[src/rtl/hazard_ctrl.sv]
// hazard_ctrl
// Pipeline hazard controller. It produces the stall and flush controls for the
// PC, IF/ID and ID/EX registers. It covers load-use hazards, taken
// branch/jump redirects, and multi-cycle mul/div occupancy of EX. It also
// keeps a stall-cycle performance counter.
//
// Ports:
//   clk, rst            clock; asynchronous active-high reset
//   IDRs, IDRt          source register fields of the instruction in ID
//   IDUsesRs, IDUsesRt  the ID instruction actually reads rs / rt
//   IDEXMemRead         the EX instruction is a load
//   IDEXRegWrite        the EX instruction writes a register
//   IDEXWriteBackDst    destination register of the EX instruction
//   IDEXMulDiv          the EX instruction is a mul/div
//   EXRedirect          a taken branch/jump in EX redirects the PC
//   PCStall, IFIDStall, IDEXStall   hold controls (combinational)
//   IFIDFlush, IDEXFlush            zero controls (combinational)
//   MdBusy              mul/div state machine is in BUSY
//   StallCycles         number of cycles with PCStall=1 (wraps)
module hazard_ctrl #(
    parameter int MULDIV_LAT = 4,
    parameter int CNT_W      = 32
) (
    input  logic             clk,
    input  logic             rst,
    input  logic [4:0]       IDRs,
    input  logic [4:0]       IDRt,
    input  logic             IDUsesRs,
    input  logic             IDUsesRt,
    input  logic             IDEXMemRead,
    input  logic             IDEXRegWrite,
    input  logic [4:0]       IDEXWriteBackDst,
    input  logic             IDEXMulDiv,
    input  logic             EXRedirect,
    output logic             PCStall,
    output logic             IFIDStall,
    output logic             IFIDFlush,
    output logic             IDEXStall,
    output logic             IDEXFlush,
    output logic             MdBusy,
    output logic [CNT_W-1:0] StallCycles
);

    typedef enum logic [0:0] {
        RUN  = 1'b0,
        BUSY = 1'b1
    } state_t;

    // A mul/div stalls only when it needs more than one cycle in EX.
    localparam logic MD_ENABLED = (MULDIV_LAT > 1);
    // With a two-cycle latency the single RUN stall cycle is enough; BUSY is skipped.
    localparam logic SKIP_BUSY  = (MULDIV_LAT == 2);
    // cnt holds the number of BUSY cycles left, including the current one.
    localparam logic [3:0] CNT_LOAD = (MULDIV_LAT > 2) ? 4'(MULDIV_LAT - 2) : 4'd0;

    state_t           state_r;
    state_t           state_nxt_s;
    logic [3:0]       cnt_r;
    logic [3:0]       cnt_nxt_s;
    logic             md_done_r;
    logic             md_done_nxt_s;
    logic [CNT_W-1:0] stall_cycles_r;
    logic             lu_s;
    logic             md_s;

    // Hazard detection terms.
    always_comb begin
        lu_s = IDEXMemRead & IDEXRegWrite & (IDEXWriteBackDst != 5'd0) &
               ((IDUsesRs & (IDRs == IDEXWriteBackDst)) |
                (IDUsesRt & (IDRt == IDEXWriteBackDst)));
        md_s = (state_r == BUSY) |
               ((state_r == RUN) & IDEXMulDiv & ~md_done_r & MD_ENABLED);
    end

    // Prioritised control outputs: mul/div, then redirect, then load-use.
    // A redirect beats load-use because the ID instruction is on the wrong path.
    always_comb begin
        PCStall   = 1'b0;
        IFIDStall = 1'b0;
        IFIDFlush = 1'b0;
        IDEXStall = 1'b0;
        IDEXFlush = 1'b0;
        MdBusy    = 1'b0;
        if (rst) begin
            PCStall = 1'b0;
        end else begin
            MdBusy = (state_r == BUSY);
            if (md_s) begin
                PCStall   = 1'b1;
                IFIDStall = 1'b1;
                IDEXStall = 1'b1;
            end else if (EXRedirect) begin
                IFIDFlush = 1'b1;
                IDEXFlush = 1'b1;
            end else if (lu_s) begin
                // Hold the front end and push exactly one bubble into EX.
                PCStall   = 1'b1;
                IFIDStall = 1'b1;
                IDEXFlush = 1'b1;
            end else begin
                PCStall = 1'b0;
            end
        end
    end

    // Mul/div occupancy next-state logic.
    always_comb begin
        state_nxt_s   = state_r;
        cnt_nxt_s     = cnt_r;
        md_done_nxt_s = md_done_r;
        case (state_r)
            RUN: begin
                if (md_s) begin
                    if (SKIP_BUSY) begin
                        md_done_nxt_s = 1'b1;
                    end else begin
                        state_nxt_s = BUSY;
                        cnt_nxt_s   = CNT_LOAD;
                    end
                end else if (md_done_r) begin
                    // The finished mul/div leaves EX now; do not retrigger on it.
                    md_done_nxt_s = 1'b0;
                end else begin
                    md_done_nxt_s = md_done_r;
                end
            end
            BUSY: begin
                if (cnt_r > 4'd1) begin
                    cnt_nxt_s = cnt_r - 4'd1;
                end else begin
                    state_nxt_s   = RUN;
                    cnt_nxt_s     = 4'd0;
                    md_done_nxt_s = 1'b1;
                end
            end
            default: begin
                state_nxt_s   = RUN;
                cnt_nxt_s     = 4'd0;
                md_done_nxt_s = 1'b0;
            end
        endcase
    end

    // State, counter and done-flag registers.
    always_ff @(posedge clk or posedge rst) begin
        if (rst) begin
            state_r   <= RUN;
            cnt_r     <= 4'd0;
            md_done_r <= 1'b0;
        end else begin
            state_r   <= state_nxt_s;
            cnt_r     <= cnt_nxt_s;
            md_done_r <= md_done_nxt_s;
        end
    end

    // Stall-cycle performance counter.
    always_ff @(posedge clk or posedge rst) begin
        if (rst) begin
            stall_cycles_r <= {CNT_W{1'b0}};
        end else if (PCStall) begin
            stall_cycles_r <= stall_cycles_r + {{(CNT_W-1){1'b0}}, 1'b1};
        end else begin
            stall_cycles_r <= stall_cycles_r;
        end
    end

    assign StallCycles = stall_cycles_r;

endmodule
[config.mk]
export PLATFORM = sky130hd
export DESIGN_NAME = hazard_ctrl
export DESIGN_NICKNAME = d
export VERILOG_FILES = /design/src/rtl/hazard_ctrl.sv
export SDC_FILE = /design/constraint.sdc
export NUM_CORES = 1
export LEC_CHECK = 0
export CORE_MARGIN = 5
export CORE_UTILIZATION = 47
export CTS_CLUSTER_SIZE = 14
export DETAILED_ROUTE_END_ITERATION = 6
export GPL_TIMING_DRIVEN = 0
export HOLD_SLACK_MARGIN = 0.05
export MAX_ROUTING_LAYER = met4
export PLACE_DENSITY = 0.9
export SLEW_MARGIN = 20
export SYNTH_ARGS = -nofsm -noshare
export SYNTH_HDL_FRONTEND = slang
export SYNTH_SLANG_ARGS = --single-unit
[constraint.sdc]
create_clock -name clk -period 2.8 [get_ports clk]
set_input_delay 0.56 -clock clk [delete_from_list [all_inputs] [get_ports clk]]
set_output_delay 0.56 -clock clk [all_outputs]
set_load 0.005 [all_outputs]
==> results of run 1 <==
worst reg2reg max path, stage by stage (launching register included):
cell and delay (ns):
dfrtp_1 0.44, nand4_1 0.20, nor4_1 0.73, nand2_1 0.18, o31ai_2 0.47, nand3_1 0.16
xnor2_1 0.15
kinds of logic after synthesis:
group / after synthesis / synth area share [%]
fa+ha+maj: 3 / 1.87
simple gates: 86 / 22.7
flops: 38 / 47.3
buf+inv: 9 / 1.93
mux: 1 / 0.560
compound gates: 15 / 7.46
xor+xnor: 41 / 18.2
sequential cells by signal (all words and copies together), names as in the netlist:
register     flops
StallCycles     32
cnt_r            4
md_done_r        1
state_r          1
what timing repair did:
action / 4_1_cts / 5_1_grt
resized for setup: 17 / 16
hold buffers: 0 / 0
pin swaps: 7 / 4
setup endpoints to repair: 4 / 8
buffers inserted: 7 / 2
per-layer routing:
| layer | wire length (um) | part of all wire, % |
|---|---|---|
| met1 | 2180 | 40 |
| met4 | 138 | 2.5 |
| met3 | 244 | 4.5 |
| met5 | 0 | 0 |
| met2 | 2890 | 53 |
layout make-up:
type | count | area share, %
Buffer | 2 | 0.436
Tap cell | 50 | 2.18
Clock inverter | 1 | 0.174
Sequential cell | 38 | 33.1
Clock buffer | 7 | 3.01
Inverter | 6 | 0.958
Timing Repair Buffer | 70 | 23.9
Multi-Input combinational cell | 146 | 36.3
power by group:
group | switching, mW | internal (mW)
Clock | 0.200 | 0.199
Combinational | 0.273 | 0.312
Sequential | 0.105 | 0.638
final timing paths:
check,start,end,slack [ns],depth (start not counted)
max,IDEXWriteBackDst[4],PCStall,0.04,8
min,rst,state_r$_DFF_PP0_,0.37,2
max reg2reg,StallCycles[3]$_DFFE_PP0P_,StallCycles[24]$_DFFE_PP0P_,0.36,6
min reg2reg,StallCycles[31]$_DFFE_PP0P_,StallCycles[31]$_DFFE_PP0P_,0.49,1
max in group asynchronous,rst,StallCycles[30]$_DFFE_PP0P_,2.07,3
min in group clk,StallCycles[31]$_DFFE_PP0P_,StallCycles[31]$_DFFE_PP0P_,0.49,1
metrics by stage:
stage | hold slack (ns) | TNS, ns
after floorplan | 0.458 | 0
after global placement | 0.458 | -16.10
after detailed placement | 0.479 | -6.17
after CTS | 0.492 | -0.00350
after global routing | 0.395 | -0.0374
final | 0.373 | 0
layout by cell type (no fill, tap or decap), drive strengths merged, types with 6 or more instances in the layout:
cell type,synthesis,routed
clkdlybuf4s50,0,44
dfrtp,38,38
xor2,25,25
nand2,18,18
xnor2,16,16
nor2,14,14
buf,2,14
nor3,13,13
nand3,10,10
clkbuf,1,9
nand4,8,8
dlymetal6s2s,0,7
o21ai,6,6
==> metrics.cfg, run 1 <==
[route]
drt_first_pass_iters=4
drc=0
drt_iter0_markers=160
drtAntennaViolNets=0
wl_per_cell_um=17.0
vias=1759
wl_um=5450
detail_route.vias_per_cell=5.50

[run]
maxCapViolCount=0

[grt]
grt_use_met1_pct=24.6
antenna_found_initial=0
track_usage_pct=21.0
grt_overflow=0
met3_usage_pct=4.22
grt_pass1_wl_um=8670
grt_max_degree=27
gr-max-usage-layer=met2
grt_util_met2_pct=34.9
grt_pass1_vias=1832

[logic_synthesis]
synth_seq_cells=38
synth.area.top_cells=dfrtp_1 47%, xor2_1 11%, xnor2_1 6.5%, nand2_1 3.4%, nor3_1 3.2%
synth-edff-count=0
ys_seq_area_share_pct=47.3
synth_area_um2=2010
synth-async-reset-ratio_pct=100
synthCells=193
synth.most_common_cell=dfrtp_1
synth_commonest_cells=38 x dfrtp_1, 25 x xor2_1, 18 x nand2_1
synth.distinct_cells=37
synthFlopType=dfrtp_1
syn_avg_cell_area_um2=10.4
syn_nets=219
synth_area_leader_cell=dfrtp_1
yosysWarningCount=0
synth_top_area_share_pct=47.3

[final_layout]
antenna_cells=0
fillers=306
stdcell_area_um2=2870
area_growth_pct=42.8
nNetsFinal=295
multi_input_area_um2=1040
register_area_um2=951
layout.cells.non_filler=320
final_util_pct=70.3
drive_gt1_share_pct=15.2

[placed_design]
dp_hpwl_um=3790
io_buffers=60
placed_area_um2=2700
place_congestion=0.796
place_ws_ns=-0.926
dp_cells=304

[worst_setup_path]
path_class=primary input to primary output
endpoint_kind=primary output
crit_family=buffers and inverters
critPathArrivalTime_ns=2.20
slowest_delay_ns=0.34
cp.required_ns=2.24
path_buf_inv=4
cpMaxStageDelayCell=o41ai_4
crit_top_cell=buf_4
path_max_fanout=3
critPathLaunchType=primary input
worstPathCellList=dlygate4sd2_1, xor2_1, nor4_2, a32oi_2, o41ai_4, buf_4, buf_4, buf_4

[clock_tree]
numCtsBuffers=5
root_buffer=clkbuf_8
clk_pin_slew_ns=0.08
worstSkewPairLatency_ns=0.30
cts_buffer_depth=2
cts_tree=yes
h-tree-depth=2
cts.sinks=38

[timing]
fin_ws_ns=0.0396
slew_headroom_pct=48.1
setup_viol=0
slew_violations=0
hold_violations=0
max_freq_mhz=362
worstMarginPinSlew_ns=0.771
period_needed_ns=2.76
fin_skew_ns=0.0113
period_share_pct=98.6

[floorplanning]
start_util_pct=49.2
die_h_um=75.4
num_io_pins=61
die_x_um=75.4
num_rows=23
dieArea_um2=5690
core_um2=4090

[power]
p_leak_nw=1.34
p_total_mw=1.73
pwr_density_cell_nw_per_um2=601
ir_drop_mv=0.420

[run_status]
status=complete, no violations

[min_path]
hold_class=primary input to asynchronous set/reset pin

Power figures use the tool's default switching activity.
==> run 2, diff against run 1 <==
--- a/config.mk
+++ b/config.mk
@@ -6,13 +6,13 @@
 export NUM_CORES = 1
 export LEC_CHECK = 0
 export CORE_MARGIN = 5
-export CORE_UTILIZATION = 47
+export CORE_UTILIZATION = 50
 export CTS_CLUSTER_SIZE = 14
 export DETAILED_ROUTE_END_ITERATION = 6
 export GPL_TIMING_DRIVEN = 0
 export HOLD_SLACK_MARGIN = 0.05
 export MAX_ROUTING_LAYER = met4
-export PLACE_DENSITY = 0.9
+export PLACE_DENSITY = 0.94
 export SLEW_MARGIN = 20
 export SYNTH_ARGS = -nofsm -noshare
 export SYNTH_HDL_FRONTEND = slang
==> constraint.sdc (replaced) <==
create_clock -name clk -period 3.6 [get_ports clk]
set_input_delay 0.72 -clock clk [delete_from_list [all_inputs] [get_ports clk]]
set_output_delay 0.72 -clock clk [all_outputs]
set_load 0.005 [all_outputs]
==> metrics.cfg, run 2 (same netlist as run 1, synthesis figures left out) <==
[route]
vias=1648
drtAntennaViolNets=0
wl_per_cell_um=15.5
drt_first_pass_iters=4
wl_um=4890
detail_route.vias_per_cell=5.22
drt_iter0_markers=112
drc=0

[final_layout]
stdcell_area_um2=2840
drive_gt1_share_pct=10.9
fillers=255
mostFrequentLayoutCells=54 x clkdlybuf4s50_1, 38 x dfrtp_1, 25 x xor2_1
nNetsFinal=291
area_growth_pct=41.3
final_common_cell=clkdlybuf4s50_1
antenna_cells=0
largest_register_ff_count=32
layout.cells.non_filler=316

[floorplanning]
start_util_pct=51.0
core_um2=3940
die_x_um=73.4
dieArea_um2=5390
num_rows=23
die_h_um=73.4
num_io_pins=61

[timing]
worstMarginPinSlew_ns=0.641
setup_viol=0
worst_hold_slack_ns=0.486
max_freq_mhz=281
period_needed_ns=3.56
fin_ws_ns=0.0410
fin_skew_ns=0.00287
slew_violations=0
slew_headroom_pct=56.9
hold_violations=0
period_share_pct=98.9

[grt]
track_usage_pct=20.5
grt_pass1_vias=1718
antenna_found_initial=0
grt_max_degree=26
grt_pass1_wl_um=8280
grt_use_met1_pct=24.8
grt_overflow=0
met3_usage_pct=4.79
grt_util_met2_pct=34.7
gr-max-usage-layer=met2

[worst_setup_path]
r2r_setup_slack_ns=1.24
critPathLaunchType=primary input
endpoint_kind=primary output
path_max_fanout=5
cp.required_ns=2.88
critPathArrivalTime_ns=2.84
path_class=primary input to primary output

[clock_tree]
h-tree-depth=2
cts_hold_buf=0
cts_tree=yes
cts_buffer_depth=2
clk_pin_slew_ns=0.07
root_buffer=clkbuf_8
cts.sinks=38
numCtsBuffers=5
worstSkewPairLatency_ns=0.29

[power]
combPwrFrac_pct=32.1
seqPwrFrac_pct=42.0
ir_drop_mv=0.402
swShare_pct=30.9
p_total_mw=1.37
p_leak_nw=1.26
p_clk_share_pct=25.9
pwr_density_cell_nw_per_um2=480
net-switching-power_uw=421
p_int_uw=944

[placed_design]
place_congestion=0.798
place_ws_ns=-0.383
dp_cells=304
io_buffers=60
placed_area_um2=2700
dp_hpwl_um=3730

[run_status]
status=complete, no violations

[min_path]
hold_class=register to register

[run]
maxCapViolCount=0

-- run 2: cell types whose count changed in the layout (fill, tap and decap cells not counted), moves of 2 or more --
cell             change
clkdlybuf4s50_1     +10
dlymetal6s2s_1       -6
buf_4                -5
clkbuf_1             +2
clkbuf_2             -2
-- run 2: layer usage --
metal	up-vias	routed length, um
li1	809	-
met5	-	0
met3	10	176
met2	34	2610
met4	0	84
met1	795	2020
-- run 2: path summary, 6_finish.rpt --
| path | start | end | cells after the start |
|---|---|---|---|
| min reg2reg | StallCycles[31]$_DFFE_PP0P_ | StallCycles[31]$_DFFE_PP0P_ | 1 |
| max in group asynchronous | rst | StallCycles[4]$_DFFE_PP0P_ | 3 |
| min | StallCycles[31]$_DFFE_PP0P_ | StallCycles[31]$_DFFE_PP0P_ | 1 |
| min in group asynchronous | rst | StallCycles[21]$_DFFE_PP0P_ | 2 |
| max | IDRs[1] | IDEXFlush | 9 |
| max reg2reg | StallCycles[3]$_DFFE_PP0P_ | StallCycles[24]$_DFFE_PP0P_ | 6 |
-- run 2: timing repair --
| action | 4_1_cts | 5_1_grt |
|---|---|---|
| pin swaps | 3 | 3 |
| gates resized for setup | 6 | 4 |
| setup endpoints to repair | 2 | 3 |
| setup buffers | 3 | 1 |
-- run 2: power groups by stage --
stage               combinational, mW  clock (mW)  sequential [mW]
global placement                0.402           0            0.578
global route                    0.487       0.381            0.588
floorplan                       0.228           0            0.569
detailed placement              0.424           0            0.581
finish                          0.438       0.354            0.574
CTS                             0.439       0.364            0.573
-- run 2: through the flow --
| stage | TNS [ns] | utilization [%] |
|---|---|---|
| 2_1_floorplan | 0 | - |
| 3_3_place_gp | -3.34 | 67.9 |
| 3_5_place_dp | -0.692 | 68.4 |
| 4_1_cts | 0 | 71.6 |
| 5_1_grt | -0.0703 | 72.1 |
| 6_report | 0 | 72.1 |
-- run 2: worst max-delay path, cell delays in order --
cell	delay [ns]
clkdlybuf4s50_1	0.44
xor2_1	0.18
nor4_2	0.29
a32oi_2	0.18
buf_4	0.19
nor2_1	0.11
nor2_1	0.05
nor3_1	0.13
clkdlybuf4s50_1	0.55
-- run 2: area by class of cell --
type                    count  area (um2)  share of cell area (%)
inverters                   6        25.0                   0.880
repair buffers             65         647                    22.8
multi-input cells         146        1030                    36.4
clock inverters             1        30.0                    1.06
plain buffers               3        16.3                   0.572
well taps                  50        62.6                    2.20
flip-flops and latches     38         951                    33.5
clock buffers               7        76.3                    2.68
